[src/rtl/useq_if.sv]
// Sequencer-facing bundle: decoder selectors, current microword sequencing
// fields, memory handshake, restart pulse, and the sequencer's outputs.
interface useq_if #(
  parameter int UAW = 6
);
  logic [2:0]     ib;
  logic [2:0]     sb;
  logic [2:0]     mop;
  logic [UAW-1:0] mjmp;
  logic           cond;
  logic           mem_req;
  logic           mem_rdy;
  logic           start;
  logic [UAW-1:0] upc;
  logic           ir_ld;
  logic           halted;

  modport master (
    output ib, sb, mop, mjmp, cond, mem_req, mem_rdy, start,
    input  upc, ir_ld, halted
  );

  modport slave (
    input  ib, sb, mop, mjmp, cond, mem_req, mem_rdy, start,
    output upc, ir_ld, halted
  );
endinterface

[src/rtl/useq.sv]
// Microprogram sequencer: computes the next micro-address from the current
// microword's sequencing op, with a one-deep return register and a HALT state.
//
// state | meaning
// RUN   | executing microwords; upc advances per mop unless memory stalls
// HALT  | halt instruction dispatched; everything frozen until start
module useq #(
  parameter int UAW = 6
) (
  input  logic   clk,
  input  logic   reset,
  useq_if.slave  bus
);
  localparam logic [2:0] OP_NEXT     = 3'b000;
  localparam logic [2:0] OP_DISPATCH = 3'b001;
  localparam logic [2:0] OP_FETCH    = 3'b010;
  localparam logic [2:0] OP_CALL     = 3'b011;
  localparam logic [2:0] OP_RET      = 3'b100;
  localparam logic [2:0] OP_JMP      = 3'b101;
  localparam logic [2:0] OP_JMPC     = 3'b110;

  localparam int             OW  = UAW - 3;
  localparam logic [UAW-1:0] ONE = {{(UAW-1){1'b0}}, 1'b1};

  typedef enum logic {RUN = 1'b0, HALT = 1'b1} state_t;

  state_t         state, state_nx;
  logic [UAW-1:0] upc, upc_nx;
  logic [UAW-1:0] ret, ret_nx;
  logic [UAW-1:0] inc;
  logic           stall;
  logic           ir_ld;

  // Routines are aligned blocks; the selector becomes the high address bits.
  function automatic logic [UAW-1:0] entry(input logic [2:0] sel);
    return {sel, {OW{1'b0}}};
  endfunction

  assign stall = bus.mem_req & ~bus.mem_rdy;
  assign inc   = upc + ONE;

  // Next-address, return-register and state selection; IR strobe on unstalled FETCH.
  always_comb begin
    state_nx = state;
    upc_nx   = upc;
    ret_nx   = ret;
    ir_ld    = 1'b0;
    if (state == HALT) begin
      if (bus.start) begin
        upc_nx   = '0;
        state_nx = RUN;
      end
    end else if (!stall) begin
      case (bus.mop)
        OP_NEXT:     upc_nx = inc;
        OP_DISPATCH: begin
          // ib=sb=0 encodes the halt instruction; upc stays on the dispatch word.
          if (bus.ib == 3'd0 && bus.sb == 3'd0) state_nx = HALT;
          else                                  upc_nx   = entry(bus.ib);
        end
        OP_FETCH: begin
          ir_ld  = 1'b1;
          upc_nx = '0;
        end
        OP_CALL: begin
          ret_nx = inc;
          upc_nx = entry(bus.sb);
        end
        OP_RET:  upc_nx = ret;
        OP_JMP:  upc_nx = bus.mjmp;
        OP_JMPC: upc_nx = bus.cond ? bus.mjmp : inc;
        default: upc_nx = bus.cond ? inc : bus.mjmp;
      endcase
    end
  end

  // State, micro-PC and return register update; reset aborts any stall or halt.
  always_ff @(posedge clk or posedge reset) begin
    if (reset) begin
      state <= RUN;
      upc   <= '0;
      ret   <= '0;
    end else begin
      state <= state_nx;
      upc   <= upc_nx;
      ret   <= ret_nx;
    end
  end

  assign bus.upc    = upc;
  assign bus.ir_ld  = ir_ld;
  assign bus.halted = (state == HALT);
endmodule

[src/flat_wrapper.sv]
// flat-port wrapper written by rule: the top's interface ports become plain ports
module useq_flat 
#(
  parameter int UAW = 6
)
  (clk, reset, bus_ib, bus_sb, bus_mop, bus_mjmp, bus_cond, bus_mem_req, bus_mem_rdy, bus_start, bus_upc, bus_ir_ld, bus_halted);
  useq_if #(.UAW(UAW)) bus_i ();
  input  logic clk;
  input  logic reset;
  input wire logic [$bits(bus_i.ib)-1:0] bus_ib;
  input wire logic [$bits(bus_i.sb)-1:0] bus_sb;
  input wire logic [$bits(bus_i.mop)-1:0] bus_mop;
  input wire logic [$bits(bus_i.mjmp)-1:0] bus_mjmp;
  input wire logic [$bits(bus_i.cond)-1:0] bus_cond;
  input wire logic [$bits(bus_i.mem_req)-1:0] bus_mem_req;
  input wire logic [$bits(bus_i.mem_rdy)-1:0] bus_mem_rdy;
  input wire logic [$bits(bus_i.start)-1:0] bus_start;
  output wire logic [$bits(bus_i.upc)-1:0] bus_upc;
  output wire logic [$bits(bus_i.ir_ld)-1:0] bus_ir_ld;
  output wire logic [$bits(bus_i.halted)-1:0] bus_halted;
  assign bus_i.ib = bus_ib;
  assign bus_i.sb = bus_sb;
  assign bus_i.mop = bus_mop;
  assign bus_i.mjmp = bus_mjmp;
  assign bus_i.cond = bus_cond;
  assign bus_i.mem_req = bus_mem_req;
  assign bus_i.mem_rdy = bus_mem_rdy;
  assign bus_i.start = bus_start;
  assign bus_upc = bus_i.upc;
  assign bus_ir_ld = bus_i.ir_ld;
  assign bus_halted = bus_i.halted;
  useq #(.UAW(UAW)) u_core (.clk(clk), .reset(reset), .bus(bus_i));
endmodule
[config.mk]
export PLATFORM = sky130hd
export DESIGN_NAME = useq_flat
export DESIGN_NICKNAME = d
export VERILOG_FILES = /design/src/rtl/useq_if.sv /design/src/rtl/useq.sv /design/src/flat_wrapper.sv
export SDC_FILE = /design/constraint.sdc
export NUM_CORES = 1
export LEC_CHECK = 0
export ABC_AREA = 1
export BUFFER_PORTS_ARGS = -buffer_cell sky130_fd_sc_hd__buf_2
export CORE_ASPECT_RATIO = 1.5
export CORE_MARGIN = 4
export CORE_UTILIZATION = 40
export CTS_BUF_LIST = sky130_fd_sc_hd__clkbuf_4 sky130_fd_sc_hd__clkbuf_8
export DETAILED_ROUTE_END_ITERATION = 10
export PLACE_DENSITY = 0.66
export SETUP_SLACK_MARGIN = 0.15
export SLEW_MARGIN = 20
export SYNTH_ARGS = -nofsm -noshare
export SYNTH_HDL_FRONTEND = slang
export SYNTH_SLANG_ARGS = --single-unit
[constraint.sdc]
create_clock -name clk -period 1.4 [get_ports clk]
set_input_delay 0.42 -clock clk [delete_from_list [all_inputs] [get_ports clk]]
set_output_delay 0.42 -clock clk [all_outputs]
set_load 0.05 [all_outputs]
==> reports/qor.txt <==
Max Buffers Root-to-Sink - 2
Asr flop ratio synth - 1.00
Lkg Pwr - 0.000871 µW
Post-synthesis register bit count - 13
Post-Syn Nets - 194
First-pass DRT Iterations - 4
Power Density - 1090 mW/mm²
Final instance area - 0.00163 mm²
CP Capture Type - output port
Power Internal - 1020 µW
Clock Pin Slew Worst Setup and Hold Paths - 90 ps
Worst slew pin tran - 535 ps
Die footprint - 0.00348 mm²
Top delay family on crit path - flip-flops
Number of enable flip-flop cells after synthesis - 0
Cell Area, Synth - 0.00103 mm²
Final global-route overflow total - 0
Layout Skew - 5.34 ps
Antenna Violating Nets Remaining - 0
Largest net degree at the start of global routing - 14
Vias in the first global route - 1233
Critical path cell sequence - inv_2, nand2_4, nor3_4, buf_6
CORE AREA - 0.00245 mm²
Via count - 1268
Top post-synthesis cells by area - dfrtp_1, nand2_1, nand3_1
Final setup viols - 2
Reg2Reg Launch Point - u_core.bus.halted
Maximum vdd drop - 0.732 mV
Clk sinks - 13
Sw Pwr - 766 µW
Hpwl dp - 2210 µm
Vias per cell - 5.09
Share of power burned in the clock network - 0.155
Post-DP Area - 0.00132 mm²
Slew headroom - 0.643
Initial antenna violation count - 0
DRC Markers - 0
Final Hold Violating Endpoints - 0
Worst path max stage delay - 420 ps
Final worst slack - -147 ps
Crit path from - u_core.bus.halted
Row count - 22
CTS tree - yes
Fillcell total - 215
Die extent in x - 49.5 µm
Crit path kind - flip-flop to output port
IO buf count - 28
Seq/Total Area, Yosys - 0.315
Area share of the largest cell type after synthesis - 0.315
Nets@finish - 248
Synth unique cells - 23
Syn_area_per_cell - 6.01 µm²
Initial Util - 0.422
Sw frac - 0.429
Cts bufs inserted - 3
Num ports - 29
Slew Viols, Final - 0
GRT Util Overall - 0.192
Cell with the most instances after synthesis - nand2_1
Root Driver - clkbuf_4
WP buf/inv - 2
Logic pwr share - 0.536
Area grow syn2layout - 57.9%
Area leader, netlist - dfrtp_1
HP Class - primary input to async pin
Chip height - 70.3 µm
Pre-CTS setup slack - -153 ps
Iter 0 DRT Violations - 30
First-pass GRT wire length - 5270 µm
Syn Inst Count - 172
Routed WL - 3420 µm
Sequential share of power - 0.310
Synth cell count leaders - nand2_1, nor2_1, inv_1
CP arrival - 1130 ps
Final Critical Period - 1550 ps
CP required - 980 ps
RSZ-0062 raised after global routing - yes
CP max stage cell - dfrtp_2
Failing checks - negative setup slack
Ant diodes - 0
Prevailing post-synth register cell - dfrtp_1
Max Freq - 646 MHz
Worst-Skew Late Latency - 290 ps
Final period utilization - 1.10
Routed wire per std cell - 13.7 µm
Layout cell share with drive strength beyond 1 - 0.467
CTS HTree Levels - 1
Critical path peak fanout - 3
Synth warnings - 0
Max Cap Violations - 0
Startpoint types - flip-flop
Status - finished with violations
GP Congestion - 0.805
## routing by layer
metal	GRT usage	vias to the layer above	routed length, µm
met5	0	-	0
met4	0.0738	0	92
met3	0.0235	11	210
met2	0.328	47	1840
met1	0.243	562	1280
li1	-	648	-
## placed cells by master (no fill, tap or decap), types with 2 or more instances in the layout
| cell | count |
|---|---|
| nor2_4 | 3 |
| clkbuf_4 | 4 |
| inv_1 | 16 |
| nor2_2 | 6 |
| o21ai_2 | 3 |
| buf_6 | 9 |
| o21ai_1 | 8 |
| nand4_1 | 4 |
| dfrtp_1 | 7 |
| inv_2 | 10 |
| buf_2 | 21 |
| buf_8 | 5 |
| buf_4 | 16 |
| nor2_1 | 15 |
| dfrtp_2 | 6 |
| nand2_4 | 4 |
| nand3_2 | 3 |
| nand2_1 | 47 |
| nand2_2 | 8 |
| nand3_1 | 15 |
| nor3_4 | 2 |
| a21oi_1 | 6 |
## worst register-to-register path: stages (launching register included)
cell,delay (ps)
dfrtp_2,420
inv_2,70
nand2_4,60
buf_4,130
buf_6,120
nor3_4,200
buf_6,180
nor2_1,50
a21oi_1,110
## state kept, by name, summed over array words and instances, names as in the netlist
signal	flops
u_core.ret	6
u_core.bus.halted	1
u_core.bus.upc	6
## final timing paths
check,endpoint,slack [ps],cells past startpoint
min in group clk,u_core.bus.halted,430,4
max in group asynchronous,u_core.bus.upc[4],860,2
worst min-delay path,u_core.bus.upc[2],150,2
worst max-delay path,bus_ir_ld,-150,4
worst max register to register,u_core.ret[0],0,8
worst min register to register,u_core.ret[5],530,2
## cells by family after synthesis
group,share of synthesized area
and+or+nand+nor,0.458
buffers and inverters,0.110
AOI/OAI and AO/OA,0.105
DFF,0.315
adders and majority gates,0.0121
## layout make-up
| class | count | area, µm² | area share |
|---|---|---|---|
| multi-input combinational | 130 | 733 | 0.449 |
| timing repair buffer | 51 | 402 | 0.246 |
| sequential | 13 | 333 | 0.204 |
| inverter | 27 | 104 | 0.0637 |
| clock buffer | 4 | 30.0 | 0.0184 |
| tap | 24 | 30.0 | 0.0184 |
## per-stage QoR
| stage | cells | setup TNS [ps] | hold WS (ps) | utilization | power [µW] |
|---|---|---|---|---|---|
| CTS | 245 | -155 | 178 | 0.613 | 1660 |
| global route | 249 | -664 | 201 | 0.666 | 1890 |
| detailed placement | 233 | -576 | 487 | 0.540 | 1210 |
| finish | 249 | -150 | 151 | 0.666 | 1790 |
| global placement | 233 | -474 | 473 | 0.540 | 1200 |
| floorplan | 172 | -165 | 297 | - | 1020 |
## power by group through the flow
stage	clock network [µW]	registers, µW	logic [µW]
6_report	276	553	957
5_1_grt	299	562	1030
3_5_place_dp	0	562	645
2_1_floorplan	0	692	324
3_3_place_gp	0	559	644
4_1_cts	275	546	837
## what timing repair did
item | 4_1_cts | 5_1_grt
hold buffers | 0 | 0
cloned | 0 | 1
pin swaps | 3 | 14
setup endpoints to repair | 11 | 20
gates resized for setup | 26 | 32
buffers inserted | 8 | 3
Note: power is estimated with default switching activity, not from simulation.
